File: src/rtl/mux_seq_reg.sv
// Registered N-channel multiplexer with held select, round-robin AUTO scan and post-switch blanking.
// Optional source-parity checking and output parity are enabled with `define MUX_SEQ_PARITY_EN.
module mux_seq_reg #(
    parameter int NCH   = 4,
    parameter int W     = 8,
    parameter int SW    = 2,
    parameter int DWELL = 16,
    parameter int BLANK = 2
) (
    input  logic             CK,
    input  logic             LSR,
    input  logic             CE,
    input  logic [NCH*W-1:0] D,
    input  logic [SW-1:0]    SD,
    input  logic             LD,
    input  logic             AUTO,
`ifdef MUX_SEQ_PARITY_EN
    input  logic [NCH-1:0]   PI,
    output logic             ZP,
`endif
    output logic [W-1:0]     Z,
    output logic             ZV,
    output logic [SW-1:0]    CH,
    output logic             SERR
);

    localparam logic [SW:0]   NCH_L      = (SW+1)'(NCH);
    localparam logic [SW-1:0] CH_LAST    = SW'(NCH - 1);
    localparam logic [15:0]   DWELL_LAST = 16'(DWELL - 1);
    localparam logic [3:0]    BLANK_L    = 4'(BLANK);

    logic [15:0]   dwell_cnt, dwell_next;
    logic [3:0]    blank_cnt, blank_next;
    logic [SW-1:0] ch_next;
    logic          change;
    logic          sd_bad;
    logic          par_err;
    logic [W-1:0]  sel_data;

    // Data is taken from the channel selected before the edge, so a switch
    // shows up on Z one CE edge after CH moves.
    assign sel_data = D[int'(CH)*W +: W];

`ifdef MUX_SEQ_PARITY_EN
    assign par_err = ZV && (PI[CH] != ^sel_data);
`else
    assign par_err = 1'b0;
`endif

    always_comb begin
        ch_next    = CH;
        dwell_next = dwell_cnt;
        change     = 1'b0;
        sd_bad     = 1'b0;
        if (LD) begin
            if ({1'b0, SD} < NCH_L) begin
                ch_next    = SD;
                dwell_next = '0;
                change     = 1'b1;
            end else begin
                sd_bad = 1'b1;
            end
        end else if (AUTO) begin
            if (dwell_cnt == DWELL_LAST) begin
                ch_next    = (CH == CH_LAST) ? '0 : CH + 1'b1;
                dwell_next = '0;
                change     = 1'b1;
            end else begin
                dwell_next = dwell_cnt + 16'd1;
            end
        end
        // A change reloads rather than extends, so overlapping switches never accumulate.
        if (change) begin
            blank_next = BLANK_L;
        end else if (blank_cnt != 4'd0) begin
            blank_next = blank_cnt - 4'd1;
        end else begin
            blank_next = blank_cnt;
        end
    end

    always_ff @(posedge CK) begin
        if (LSR) begin
            CH        <= '0;
            Z         <= '0;
            ZV        <= 1'b0;
            SERR      <= 1'b0;
            dwell_cnt <= '0;
            blank_cnt <= BLANK_L;
        end else if (CE) begin
            CH        <= ch_next;
            Z         <= sel_data;
            ZV        <= (blank_next == 4'd0);
            dwell_cnt <= dwell_next;
            blank_cnt <= blank_next;
            if (sd_bad || par_err) begin
                SERR <= 1'b1;
            end
        end
    end

`ifdef MUX_SEQ_PARITY_EN
    always_ff @(posedge CK) begin
        if (LSR) begin
            ZP <= 1'b0;
        end else if (CE) begin
            ZP <= ^sel_data;
        end
    end
`endif

endmodule

File: config.mk
export PLATFORM = sky130hd
export DESIGN_NAME = mux_seq_reg
export DESIGN_NICKNAME = d
export VERILOG_FILES = /design/src/rtl/mux_seq_reg.sv
export SDC_FILE = /design/constraint.sdc
export NUM_CORES = 1
export LEC_CHECK = 0
export CELL_PAD_IN_SITES_DETAIL_PLACEMENT = 0
export CELL_PAD_IN_SITES_GLOBAL_PLACEMENT = 1
export CORE_ASPECT_RATIO = 0.6
export CORE_MARGIN = 2
export CORE_UTILIZATION = 37
export CTS_CLUSTER_SIZE = 10
export DETAILED_ROUTE_END_ITERATION = 12
export PLACE_DENSITY_LB_ADDON = 0.1
export SETUP_SLACK_MARGIN = 0.02
export SLEW_MARGIN = 20
export SYNTH_ARGS = -nofsm -noshare
export SYNTH_HDL_FRONTEND = slang
export SYNTH_SLANG_ARGS = --single-unit
File: constraint.sdc
create_clock -name CK -period 5.9 [get_ports CK]
set_clock_uncertainty 0.1 [all_clocks]
set_input_delay 0.885 -clock CK [delete_from_list [all_inputs] [get_ports CK]]
set_output_delay 0.885 -clock CK [all_outputs]
set_load 0.01 [all_outputs]
==> impl_results.md <==
- Syn Area/Cell: 9.32 um^2
- Origin of the worst min-delay path: ZV
- Clock network power share: 37.4%
- Normalized max-slew margin: 39.2%
- Worst IR Drop VDD: 0.135 mV
- Skew-Pair Late Insertion Delay: 290 ps
- Post-synthesis instance area: 0.00165 mm^2
- Design Area, Final: 0.00227 mm^2
- Critical path endpoint category: flip-flop
- Total Neg Setup Slack: 0 ps
- Non-filler cells, final: 284
- Proportion of synthesized area in mux cells: 16.4%
- Area Growth Syn to Fin: 37.9%
- Sequential Power Share: 45.7%
- Buffer count from post-CTS setup fixing: 0
- Final core utilization: 54.3%
- DIE WIDTH: 90.2 um
- Kind of start point of the critical path: primary input
- TritonCTS Buffers: 5
- Residual antenna-violating net count after detailed routing: 0
- Pint: 0.000376 W
- H-tree levels: 2
- Fraction of power consumed by combinational cells: 16.9%
- Simple logic cell fraction of the synthesized area: 20.0%
- Post-synthesis share of cell area spent on full adders, half adders and majority gates: 2.28%
- Cts hold-fix bufs: 0
- Area of the placeable core: 0.00419 mm^2
- Worst endpoint data arrival time: 3710 ps
- Cell variety after synth: 36
- Core Rows: 18
- Detail-routed net length per standard cell: 14.9 um
- Post-synthesis net count: 219
- Initial DRT Pass Iterations: 4
- Worst r2r path cells: 4
- Maximum frequency from static timing analysis: 278 MHz
- Critical register-to-register path startpoint: dwell_cnt[3]
- Highest net fanout along the worst path: 20
- Placed inst area: 0.00217 mm^2
- Max cap viols: 0
- Terminus of the critical flop-to-flop path: blank_cnt[1]
- Result of the run: complete, no violations
- Detailed-route via count: 1515
- Total Wirelength: 4240 um
- HPWL after detailed placement: 3270 um
- Combinational family with the most area after synthesis: simple AND/OR/NAND/NOR gates
- PortBufs: 49
- Slack of the worst reg-to-reg path: 3420 ps
- TritonCTS clock tree: yes
- Residual DRC count: 0
- Clock slew at reported path FFs: 70 ps
- Number of pins exceeding their max-slew limit in the final report: 0
- Critical Setup Path Class: primary input to flip-flop
- Effective utilization at floorplan: 39.4%
- NetSw: 0.000118 W
- Post-cts resize count: 0
- Gate Count Post-Synth: 177
- Share of the clock period used by the worst path: 60.9%
- Number of design-rule violations left by the first detailed-router iteration: 75
- Number of antenna violations at the first check in global routing: 0
- TritonCTS sink count: 31
- Worst-case hold path end point: ZV
- CTS root buf: clkbuf_8
- XOR/XNOR Fraction of Synth Area: 6.37%
- Number of nets in the finished design: 265
- Number of global-route vias before repair: 1506
- Leakage power summed over all cells: 0.777 nW
- Number of endpoints with negative hold slack in the final report: 0
- Global-route total usage across every layer: 18.1%
- Min Clock Period, post-route: 3600 ps
- Worst hold stages: 2
- Number of warning messages in the yosys log: 0
- Required time of the critical path: 6020 ps
- Count of boundary I/O pins: 51
- First-pass GRT wire length: 7250 um
- Slew at the pin closest to its max-slew limit: 908 ps
- Leftover overflow at the end of global routing: 0
- PD cells: 217 mW/mm^2
- Fraction of final layout cells sized beyond drive strength 1: 8.48%
- Total of flip-flops plus latches after synthesis: 31
- Maximum number of pins on one net before global-route repair: 21
- Count of inserted antenna diode cells: 0
- Post-placement cell count: 276
- Final Wtd Congestion: 0.763
- Sw frac: 23.9%
- Full die area: 0.00502 mm^2
- Vert. Die Dim: 55.7 um
- Filler instances: 395
- Classification of the worst-slack hold path: flip-flop to flip-flop
- RSZ-0062 raised after global routing: no
- Via density per instance: 5.33
- Share of the synthesized area in compound gates (AO/OA/AOI/OAI): 12.3%
- Final setup violating endpoints: 0
- Clock Tree Buf Depth: 2
- Sequential share of the synthesized area: 37.6%
[through the flow]
stage               worst slack, ps  total power (W)  hold slack, ps
floorplan                      3310         0.000270             352
global placement               2140         0.000311             368
detailed placement             2040         0.000315             379
CTS                            2320         0.000497             388
global route                   2150         0.000514             398
finish                         2300         0.000494             387
[worst max-delay path by stage]
stage               start             to  slack (ps)  cells past startpoint
floorplan              LD  dwell_cnt[15]        3310                      6
global placement       CE  dwell_cnt[15]        2140                      5
detailed placement     CE  dwell_cnt[15]        2040                      5
CTS                    CE  dwell_cnt[15]        2320                      5
global route           CE  dwell_cnt[13]        2150                      5
finish                 CE  dwell_cnt[15]        2300                      5
[worst max-delay path, cell delays in order]
cell and delay, ps:
clkdlybuf4s50_1 1070, o21ai_1 370, or4_1 710, or4_1 520, a21oi_1 160
[placed cells by master (no fill, tap or decap), drive strengths merged, types with 3 or more instances in the layout]
master | netlist | layout
clkdlybuf4s50 | 0 | 49
dfxtp | 31 | 31
nor2 | 23 | 23
a21oi | 11 | 11
xnor2 | 10 | 10
nand2 | 10 | 10
inv | 9 | 9
mux2i | 9 | 9
nor3 | 8 | 8
mux4 | 8 | 8
clkbuf | 6 | 8
nand3 | 7 | 7
or4 | 4 | 4
o31ai | 4 | 4
nor4b | 3 | 3
ha | 3 | 3
o21ai | 3 | 3
[metal layers]
| metal | up-vias | track usage [%] | share of wire [%] |
|---|---|---|---|
| met5 | - | 0 | 0 |
| met4 | 0 | 6.81 | 1.2 |
| li1 | 738 | - | - |
| met2 | 32 | 29.1 | 47 |
| met3 | 7 | 4.07 | 3.1 |
| met1 | 738 | 24.0 | 49 |
[final cells by class]
cell class / count / area, um^2 / share of cell area [%]
multi-input combinational: 127 / 953 / 41.9
sequential: 31 / 621 / 27.3
timing repair buffer: 49 / 490 / 21.6
clock buffer: 8 / 100 / 4.40
tap: 60 / 75.1 / 3.30
inverter: 9 / 33.8 / 1.49
[synth_stat cells]
| cell | n | area, um^2 |
|---|---|---|
| dfxtp_1 | 31 | 621 |
| nor4b_1 | 3 | 26.3 |
| a311oi_1 | 2 | 17.5 |
| mux2i_1 | 9 | 90.1 |
| or4b_2 | 1 | 10.0 |
| a31oi_1 | 1 | 6.26 |
| clkbuf_1 | 6 | 22.5 |
| nand2b_1 | 2 | 12.5 |
| conb_1 | 1 | 3.75 |
| nor3_1 | 8 | 40.0 |
| nor4_1 | 2 | 12.5 |
| a41o_1 | 1 | 10.0 |
| o32a_1 | 1 | 10.0 |
| o21a_1 | 2 | 15.0 |
| ha_1 | 3 | 37.5 |
| and4_1 | 1 | 8.76 |
| buf_4 | 1 | 7.51 |
| inv_1 | 9 | 33.8 |
| o31ai_1 | 4 | 30.0 |
| nor2_1 | 23 | 86.3 |
| o21ai_0 | 1 | 5.00 |
| o21ai_1 | 2 | 10.0 |
| or4_1 | 4 | 30.0 |
| mux4_2 | 8 | 180 |
| xor2_1 | 2 | 17.5 |
| and4bb_2 | 1 | 12.5 |
| o32ai_1 | 2 | 17.5 |
| a41oi_1 | 2 | 17.5 |
| nand2_1 | 10 | 37.5 |
| xnor2_1 | 10 | 87.6 |
| nand3_1 | 7 | 35.0 |
| buf_2 | 3 | 15.0 |
| nand4_1 | 1 | 6.26 |
| a21oi_1 | 11 | 55.1 |
| o2111ai_1 | 1 | 8.76 |
| nand4_2 | 1 | 12.5 |
[sequential cells by signal (all words and copies together) (netlist names)]
register / cells
CH: 2
Z: 8
ZV: 1
blank_cnt: 4
dwell_cnt: 16
[logic make-up after synthesis]
group                      Yosys count
muxes                               17
DFF                                 31
xor gates and xnor gates            12
buffers and inverters               19
adders and majority gates            3
other                                1
and+or+nand+nor                     64
AOI/OAI and AO/OA                   30
[power by group through the flow]
stage                     clock network [W]  logic [W]  registers [W]
after floorplan                           0  0.0000413       0.000229
after global placement                    0  0.0000807       0.000230
after detailed placement                  0  0.0000836       0.000231
after CTS                          0.000187  0.0000839       0.000226
after global routing               0.000196  0.0000899       0.000228
final                              0.000185  0.0000833       0.000226
(Power assumes the default switching activity.)
